File: config.mk
export PLATFORM = sky130hd
export DESIGN_NAME = pio_input_filtered_irq
export DESIGN_NICKNAME = d
export VERILOG_FILES = /design/src/rtl/pio_input_filtered_irq.sv
export SDC_FILE = /design/constraint.sdc
export NUM_CORES = 1
export LEC_CHECK = 0
export BUFFER_PORTS_ARGS = -buffer_cell sky130_fd_sc_hd__buf_4
export CAP_MARGIN = 0
export CORE_ASPECT_RATIO = 1.5
export CORE_UTILIZATION = 45
export DETAILED_ROUTE_END_ITERATION = 10
export GPL_TIMING_DRIVEN = 0
export HOLD_SLACK_MARGIN = 0.08
export PLACE_DENSITY = 0.83
export SLEW_MARGIN = 20
export SYNTH_ARGS = -nofsm -noshare
export SYNTH_HDL_FRONTEND = slang
export SYNTH_SLANG_ARGS = --single-unit
File: constraint.sdc
create_clock -name clk -period 1.6 [get_ports clk]
set_input_delay 0.24 -clock clk [delete_from_list [all_inputs] [get_ports clk]]
set_output_delay 0.24 -clock clk [all_outputs]
set_load 0.05 [all_outputs]
File: src/rtl/pio_input_filtered_irq.sv
// Avalon-MM input PIO for switches and push buttons: per-bit synchroniser,
// optional debounce filter, configurable edge capture with write-1-to-clear,
// per-bit interrupt mask and a registered level interrupt.
module pio_input_filtered_irq #(
  parameter int               WIDTH        = 4,
  parameter int               SYNC_STAGES  = 2,
  parameter int               DEBOUNCE_CYC = 0,
  parameter int               EDGE_TYPE    = 0,
  parameter logic [WIDTH-1:0] RESET_VALUE  = '0
) (
  input  logic             clk,
  input  logic             reset_n,
  input  logic [1:0]       address,
  input  logic             chipselect,
  input  logic             write_n,
  input  logic [31:0]      writedata,
  output logic [31:0]      readdata,
  input  logic [WIDTH-1:0] in_port,
  output logic             irq
);

  // Counter needs to hold 0..DEBOUNCE_CYC; keep at least one bit so the
  // bypass configuration still elaborates cleanly.
  localparam int CNT_W = (DEBOUNCE_CYC < 1) ? 1 : $clog2(DEBOUNCE_CYC + 1);
  localparam logic [CNT_W-1:0] CNT_LAST = CNT_W'((DEBOUNCE_CYC > 0) ? DEBOUNCE_CYC - 1 : 0);
  localparam logic [CNT_W-1:0] CNT_MAX  = '1;

  logic [SYNC_STAGES-1:0][WIDTH-1:0] sync_q, sync_d;
  logic [WIDTH-1:0][CNT_W-1:0]       cnt_q, cnt_d;
  logic [WIDTH-1:0]                  filt_q, filt_d;
  logic [WIDTH-1:0]                  filt_prev_q, filt_prev_d;
  logic [WIDTH-1:0]                  edge_cap_q, edge_cap_d;
  logic [WIDTH-1:0]                  irq_mask_q, irq_mask_d;
  logic [31:0]                       readdata_q, readdata_d;
  logic                              irq_q, irq_d;
  logic [WIDTH-1:0]                  syn;
  logic [WIDTH-1:0]                  edge_det;
  logic                              wr_strobe;

  assign syn       = sync_q[SYNC_STAGES-1];
  assign wr_strobe = chipselect & ~write_n;

  // Synchroniser shift chain: stage 0 samples the raw pins.
  always_comb begin
    sync_d    = sync_q;
    sync_d[0] = in_port;
    for (int s = 1; s < SYNC_STAGES; s++) begin
      sync_d[s] = sync_q[s-1];
    end
  end

  // Debounce: a bit follows the synchronised input only after it has
  // disagreed for DEBOUNCE_CYC consecutive cycles; bypassed when zero.
  always_comb begin
    filt_d = filt_q;
    cnt_d  = cnt_q;
    if (DEBOUNCE_CYC == 0) begin
      filt_d = syn;
    end else begin
      for (int i = 0; i < WIDTH; i++) begin
        if (syn[i] == filt_q[i]) begin
          cnt_d[i] = '0;
        end else if (cnt_q[i] == CNT_LAST) begin
          filt_d[i] = syn[i];
          cnt_d[i]  = '0;
        end else if (cnt_q[i] != CNT_MAX) begin
          cnt_d[i] = cnt_q[i] + CNT_W'(1);
        end
      end
    end
  end

  // Edge detection on the filtered value against its one-cycle history.
  always_comb begin
    filt_prev_d = filt_q;
    case (EDGE_TYPE)
      1:       edge_det = ~filt_q & filt_prev_q;
      2:       edge_det = filt_q ^ filt_prev_q;
      default: edge_det = filt_q & ~filt_prev_q;
    endcase
  end

  // Register file: mask write, W1C on captures (a new edge beats the clear),
  // registered read mux and registered interrupt.
  always_comb begin
    irq_mask_d = irq_mask_q;
    edge_cap_d = edge_cap_q;
    if (wr_strobe && (address == 2'd2)) begin
      irq_mask_d = writedata[WIDTH-1:0];
    end
    if (wr_strobe && (address == 2'd3)) begin
      edge_cap_d = edge_cap_q & ~writedata[WIDTH-1:0];
    end
    edge_cap_d = edge_cap_d | edge_det;

    readdata_d = '0;
    case (address)
      2'd0:    readdata_d[WIDTH-1:0] = filt_q;
      2'd2:    readdata_d[WIDTH-1:0] = irq_mask_q;
      2'd3:    readdata_d[WIDTH-1:0] = edge_cap_q;
      default: readdata_d = '0;
    endcase

    irq_d = |(edge_cap_q & irq_mask_q);
  end

  // State registers; input-path flops reset to RESET_VALUE so no edge is
  // seen out of reset when the pins already sit at that value.
  always_ff @(posedge clk or negedge reset_n) begin
    if (!reset_n) begin
      sync_q      <= {SYNC_STAGES{RESET_VALUE}};
      filt_q      <= RESET_VALUE;
      filt_prev_q <= RESET_VALUE;
      cnt_q       <= '0;
      edge_cap_q  <= '0;
      irq_mask_q  <= '0;
      readdata_q  <= '0;
      irq_q       <= 1'b0;
    end else begin
      sync_q      <= sync_d;
      filt_q      <= filt_d;
      filt_prev_q <= filt_prev_d;
      cnt_q       <= cnt_d;
      edge_cap_q  <= edge_cap_d;
      irq_mask_q  <= irq_mask_d;
      readdata_q  <= readdata_d;
      irq_q       <= irq_d;
    end
  end

  assign readdata = readdata_q;
  assign irq      = irq_q;

  generate
    if (WIDTH < 32) begin : g_unused_wdata
      logic unused_wdata_bits;
      assign unused_wdata_bits = ^writedata[31:WIDTH];
    end
  endgenerate

endmodule

* Yosys cells after proc, flatten, opt, wreduce, memory -nomap -nowiden *
Cells that the tools add are included.

word-level totals
  bits in registers = 29
  logic and storage cells = 24

cells by class
  muxes and demuxes = 2
  bitwise operators = 8
  reductions and logical operators = 4
  eq/ne operators = 2

operators with widths
  operator                               number
  4-bit bitwise AND                      3
  4-bit one-hot mux with 3 select lines  1
  4-bit NOT                              2
  2-bit == test, second input constant   2
  4-bit 2-to-1 mux                       1
  4-bit OR                               1
  4-bit OR reduction                     1
  1-bit logical AND                      2
  2-bit logical NOT                      1
  1-bit bitwise AND                      1
  1-bit NOT                              1

* Depth between registers and ports, before layout *
Gate-level depths: netlist (run 1).

  word-level depth = 5
  depth in mapped cells = 3
  gate-level depth less buffers = 2

* Worst setup path before layout (run 1) *
No wires, ideal clock.

  path type = input port to flip-flop
  start point = input port address[0]
  end point = register irq_mask_q[0]
  arrival time = 0.983 ns
  stages on the path = 3
  setup time = 0.125 ns
  data required time = 1.475 ns
  path slack = 0.492 ns
  cell sequence = buf_6 > and4bb_4 > mux2_4

between the ends
  cells in the longest elaborated chain, start to end = 2

RTL lines
  what                  RTL line  text
  from (decl)           13        input logic [1:0] address,
  2-bit == test         88        if (wr_strobe && (address == 2'd2)) begin
  1-bit logical AND     88
  to (signal assigned)  125       irq_mask_q <= irq_mask_d;
  to (decl)             33        logic [WIDTH-1:0] irq_mask_q, irq_mask_d;

No other way between the ends.
A chain may end at the register's enable or synchronous reset.

* Worst setup path after layout (run 1) *
  start point = register readdata_q[3], in the netlist readdata[3]
  end point = output port readdata[3]

RTL lines
  what                    RTL line  text
  from (decl)             34        logic [31:0] readdata_q, readdata_d;
  from (signal assigned)  126       readdata_q <= readdata_d;
  to (decl)               17        output logic [31:0] readdata,

No word-level cell between the ends.

==> reports/results.ini, run 1 <==
[critical_path]
reg2reg_to=irq$_DFF_PN0_
r2r_start=edge_cap_q[3]$_DFF_PN0_
start_kind=flip-flop
max_stage_delay_ns=0.37
regToRegSetupSlack_ns=0.77
path_buf_inv=1
worst_ep_arrival_time_ns=0.88
path_cells=buf_4
critPathRequiredTime_ns=1.36
end_kind=output pin
cp_top_family=flip-flops
crit_path_top_delay_cell=dfrtp_1
critical_path_class=flip-flop to output pin
r2r_cells=2
crit_path_max_fanout=1

[floorplan]
core-area_sq_um=2532
fp.dieW_microns=44.82
start_util=0.4886
dieArea_sq_um=2968
die_y_microns=66.23
rows=22
ioPinCount=75

[placement]
hpwl_mm=1.372
gp_congestion=0.7386
io_buffer_count=16
place_inst=176

[routing]
wire_per_inst_microns=10.32
drc=0
ant_nets=0
wl_mm=1.941
via_per_inst=4.128
drt_iter0_drc=12
dr.pass1.iters=4
via_count=776

[timing]
fmax_mhz=893.8
fin_setup_tns_ns=0
fin_crit_ns=1.119
hold-worst-slack_ns=0.1319
period_share=0.6992
slew_violations=0
fin_skew_ns=0.01084
grt_setup_unrepaired=false
setup_viol=0
hold_viol_final=0

[yosys]
synth_area_leaders=dfrtp_1 59%, buf_4 17%, mux2_4 4.9%, mux2i_1 3.2%, o221ai_1 2.8%
synth_top_area_cell=dfrtp_1
syn_area_per_cell_sq_um=12.76
netlist_area_sq_um=1237
synth_cells=97
synth_edf_count=0
synth_seq_area_share=0.5865
synth_ff_type=dfrtp_1
synth_most_common_cell=dfrtp_1
synth_commonest_cells=29 x dfrtp_1, 28 x buf_4, 8 x inv_1
synth_top_area_frac=0.5865
yosysUniqueCellTypes=15
ys_async_sr_fraction=1.000
yosysWarnings=0
yosys_register_bits=29

[clock_tree]
cts_buffers=5
clock_latency_ns=0.32
root_buffer=clkbuf_4
clkTransAtPathRegs_ns=0.09
cts.sinks=29
cts.repair.resized=0
cts_max_level=2
cts_tree=yes
clockBufferDepth=2

[power]
vdd_drop_max_mv=0.7727
powerDensity_nw_per_um2=1047
p_leak_nw=0.8731

[min_path]
holdPathEnd=readdata[2]$_DFF_PN0_
hp-class=input port to flip-flop
worstHoldStart=address[0]
whs_path_depth=2

[global_routing]
grt_pass1_wl_mm=3.312
grt_pass1_vias=810
grt_max_degree=30
grt_use_total=0.1585
antenna_found_initial=0
grt_overflow=0

[layout]
nets=194
antenna_cells=0
area_growth_syn_to_layout_pct=30.03
fin_cells=188
drive_gt1_frac=0.3750

[run_status]
status=completed

[flow_run]
maxCapViolCount=0

==> worst max path at each step <==
stage               cells after the start                   endpoint             startpoint
floorplan                               3  irq_mask_q[0]$_DFFE_PN0P_             address[0]
global placement                        3  irq_mask_q[1]$_DFFE_PN0P_                write_n
CTS                                     1                readdata[3]  readdata[3]$_DFF_PN0_
global route                            1                readdata[3]  readdata[3]$_DFF_PN0_
detailed placement                      3  irq_mask_q[2]$_DFFE_PN0P_                write_n
finish                                  1                readdata[3]  readdata[3]$_DFF_PN0_
==> through the flow <==
stage | power [mW] | setup slack [ns] | util | instance area (sq um)
floorplan | 1.168 | 0.4917 | - | 1339
global placement | 1.241 | 0.4285 | 0.5939 | 1504
detailed placement | 1.250 | 0.4163 | 0.5939 | 1504
CTS | 1.705 | 0.4643 | 0.6354 | 1609
global route | 1.763 | 0.4472 | 0.6354 | 1609
finish | 1.684 | 0.4812 | 0.6354 | 1609
==> cell type report <==
class / instances / area (sq um)
plain buffers: 30 / 232.7
clock buffers: 7 / 55.05
fillers: 214 / 923.4
inverters: 8 / 30.03
multi-input cells: 57 / 350.3
flip-flops and latches: 29 / 725.7
well taps: 36 / 45.04
repair buffers: 21 / 170.2
==> registers in the layout, summed over array words and instances (netlist names) <==
register,flops
edge_cap_q,4
filt_d,4
filt_prev_d,4
filt_prev_q,4
irq,1
irq_mask_q,4
readdata,4
sync_d,4
==> repair_timing <==
| action | 4_1_cts | 5_1_grt |
|---|---|---|
| setup buffers | 0 | 0 |
| hold endpoints to repair | 33 | 0 |
| hold buffers | 5 | 0 |
==> cells by family after synthesis <==
group / Yosys count / share of synthesized area
AOI/OAI and AO/OA: 10 / 0.05662
buffers and inverters: 38 / 0.2123
DFF: 29 / 0.5865
muxes: 8 / 0.08089
other: 1 / 0.003030
and+or+nand+nor: 11 / 0.06067
==> where the power goes <==
group / switching [mW] / internal [mW] / total [mW]
clock network: 0.231 / 0.207 / 0.438
registers: 0.0336 / 0.793 / 0.827
logic: 0.267 / 0.152 / 0.420
==> metal layers <==
layer | wire length, microns | vias to the layer above | GRT usage
met4 | 50 | 0 | 0.07955
li1 | - | 371 | -
met3 | 183 | 6 | 0.07104
met5 | 0 | - | 0
met1 | 711 | 356 | 0.1500
met2 | 995 | 43 | 0.2776
==> cells in the final DEF (no fill, tap or decap), drive strengths merged <==
cell type,instances
buf,46
dfrtp,29
conb,28
inv,8
clkbuf,7
dlygate4sd3,5
mux2i,4
nand3,4
o21ai,4
nand2b,4
o221ai,4
mux2,4
a22oi,2
and4b,1
nand2,1
and4bb,1
Note: power is estimated with default switching activity, not from simulation.
==> inputs of run 2 (changes only) <==
--- a/config.mk
+++ b/config.mk
@@ -8,11 +8,11 @@
 export BUFFER_PORTS_ARGS = -buffer_cell sky130_fd_sc_hd__buf_4
 export CAP_MARGIN = 0
 export CORE_ASPECT_RATIO = 1.5
-export CORE_UTILIZATION = 45
+export CORE_UTILIZATION = 38
 export DETAILED_ROUTE_END_ITERATION = 10
 export GPL_TIMING_DRIVEN = 0
 export HOLD_SLACK_MARGIN = 0.08
-export PLACE_DENSITY = 0.83
+export PLACE_DENSITY = 0.75
 export SLEW_MARGIN = 20
 export SYNTH_ARGS = -nofsm -noshare
 export SYNTH_HDL_FRONTEND = slang
==> constraint.sdc (replaced) <==
create_clock -name clk -period 0.9 [get_ports clk]
set_input_delay 0.135 -clock clk [delete_from_list [all_inputs] [get_ports clk]]
set_output_delay 0.135 -clock clk [all_outputs]
set_load 0.05 [all_outputs]
==> run 2 against run 1 <==
Effect of this change: the flow now finishes with violations (setup timing); wire length down 0.36%; global-route usage down 3.4 points; non-clock buffer count unchanged; final cell count up 2.1%; clock skew down 0.0070 ns; hold slack worse by 0.044 ns; total power up 94%; via count down 2.4%; final area up 3.7%; combinational power up 82%; sequential cell count unchanged; critical path depth unchanged; critical endpoint is now readdata[2]; highest routed layer unchanged.
==> reports/results.ini, run 2 (synthesized netlist as in run 1, its figures left out) <==
[placement]
postPlaceCellArea_sq_um=1513  ; was 1504 sq um
io_buffer_count=16  ; unchanged
gp_congestion=0.7417  ; was 0.7386
hpwl_mm=1.390  ; was 1.372 mm
place_ws_ns=-0.1652  ; was 0.4163 ns

[layout]
drive_gt1_frac=0.3750  ; unchanged
area_growth_syn_to_layout_pct=34.78  ; was 30.03%
fin_area_sq_um=1668  ; was 1609 sq um
antenna_cells=0  ; unchanged
final_util=0.5332  ; was 0.6354
final_cell_mix=39 x buf_4, 29 x dfrtp_1, 28 x conb_1  ; was 44 x buf_4, 29 x dfrtp_1, 28 x conb_1
nets=194  ; unchanged
layout_commonest_cell=buf_4  ; unchanged

[critical_path]
critPathRequiredTime_ns=0.76  ; was 1.36 ns
start_kind=flip-flop  ; unchanged
crit_path_top_delay_cell=dfrtp_1  ; unchanged
cp_top_family=flip-flops  ; unchanged
critical_path_class=flip-flop to output pin  ; unchanged
worst_ep_arrival_time_ns=0.80  ; was 0.88 ns
path_buf_inv=1  ; unchanged
max_stage_delay_ns=0.37  ; about the same
end_kind=output pin  ; unchanged
path_cells=buf_6  ; was buf_4
crit_path_max_fanout=1  ; unchanged

[timing]
fmax_mhz=1069
fin_ws_ns=-0.03541  ; was 0.4812 ns
hold_viol_final=0  ; unchanged
grt_setup_unrepaired=true  ; was false
period_share=1.039
setup_viol=5  ; was 0
fin_crit_ns=0.9354
fin_skew_ns=0.003805  ; was 0.01084 ns
slew_violations=0  ; unchanged

[clock_tree]
clock_latency_ns=0.27  ; was 0.32 ns
root_buffer=clkbuf_8  ; was clkbuf_4
cts_buffers=5  ; unchanged
cts_max_level=2  ; unchanged
clockBufferDepth=2  ; unchanged
cts_tree=yes  ; unchanged
clkTransAtPathRegs_ns=0.06  ; was 0.09 ns
cts.sinks=29  ; unchanged

[global_routing]
grt_pass1_vias=731  ; was 810
grt_max_degree=30  ; unchanged
grt_overflow=0  ; unchanged
grt_pass1_wl_mm=3.105  ; was 3.312 mm
antenna_found_initial=0  ; unchanged
grt_use_total=0.1242  ; was 0.1585

[power]
powerDensity_nw_per_um2=1962  ; was 1047 nW/um^2
p_leak_nw=0.8937  ; was 0.8731 nW
vdd_drop_max_mv=1.178  ; was 0.7727 mV
power_mw=3.272  ; was 1.684 mW

[routing]
via_per_inst=3.943  ; was 4.128
drt_iter0_drc=2  ; was 12
ant_nets=0  ; unchanged
via_count=757  ; was 776
wire_per_inst_microns=10.07  ; was 10.32 microns
dr.pass1.iters=4  ; unchanged
drc=0  ; unchanged
wl_mm=1.934  ; was 1.941 mm

[flow_run]
maxCapViolCount=0  ; unchanged

[min_path]
hp-class=input port to flip-flop  ; unchanged

[floorplan]
rows=25  ; was 22
ioPinCount=75  ; unchanged
dieArea_sq_um=3493  ; was 2968 sq um
core-area_sq_um=3128  ; was 2532 sq um
die_y_microns=71.89  ; was 66.23 microns
start_util=0.3956  ; was 0.4886
fp.dieW_microns=48.60  ; was 44.82 microns

[run_status]
status=finished with violations  ; was completed
violations=setup timing

[run 2: changes by cell type in the layout (fill, tap and decap cells not counted)]
cell	change
buf_4	-5
buf_6	+4
buf_8	+1
clkbuf_4	-5
clkbuf_8	+5
[run 2: path summary, 6_finish.rpt]
kind                            slack [ns]                       from                         to  depth (start not counted)
worst min register to register        0.34        filt_d[2]$_DFF_PN0_   filt_prev_d[2]$_DFF_PN0_                          0
worst max register to register        0.11  irq_mask_q[0]$_DFFE_PN0P_  irq_mask_q[0]$_DFFE_PN0P_                          1
max in group asynchronous             0.31                    reset_n        sync_d[7]$_DFF_PN0_                          2
worst max-delay path                 -0.04      readdata[2]$_DFF_PN0_                readdata[2]                          1
min in group asynchronous             0.32                    reset_n              irq$_DFF_PN0_                          2
worst min-delay path                  0.09                 address[0]      readdata[0]$_DFF_PN0_                          2
[run 2: what timing repair did]
action | in CTS | in global routing
pin swaps | 0 | 0
buffers inserted | 0 | 0
endpoints found under the setup margin | 5 | 5
hold buffers | 5 | 0
resized for setup | 5 | 0
hold endpoints to repair | 33 | 0
[run 2: cell type report]
cell class / instances / area, sq um
fill: 272 / 1460
sequential: 29 / 725.7
multi-input combinational: 57 / 350.3
buffer: 30 / 236.5
timing repair buffer: 21 / 188.9
clock buffer: 7 / 86.33
tap: 40 / 50.05
inverter: 8 / 30.03
[run 2: through the flow]
step | std cells | TNS [ns] | hold slack, ns
2_1_floorplan | 124 | -0.4025 | -0.1606
3_3_place_gp | 180 | -0.6391 | 0.06494
3_5_place_dp | 180 | -0.6492 | 0.07464
4_1_cts | 192 | -0.2430 | 0.08127
5_1_grt | 192 | -0.3171 | 0.08403
6_report | 192 | -0.1559 | 0.08823
[run 2: per-layer routing]
| metal | vias up | track usage | share of wire |
|---|---|---|---|
| li1 | 370 | - | - |
| met1 | 338 | 0.1157 | 0.37 |
| met2 | 44 | 0.2160 | 0.51 |
| met3 | 5 | 0.06499 | 0.10 |
| met4 | 0 | 0.07190 | 0.023 |
| met5 | - | 0 | 0 |
[run 2: power by group]
part / switching, mW / leakage [nW] / total (mW) / internal [mW]
logic: 0.474 / 0.521 / 0.765 / 0.290
clock network: 0.424 / 0.0443 / 1.03 / 0.604
registers: 0.0654 / 0.329 / 1.48 / 1.41
total: 0.964 / 0.894 / 3.27 / 2.31
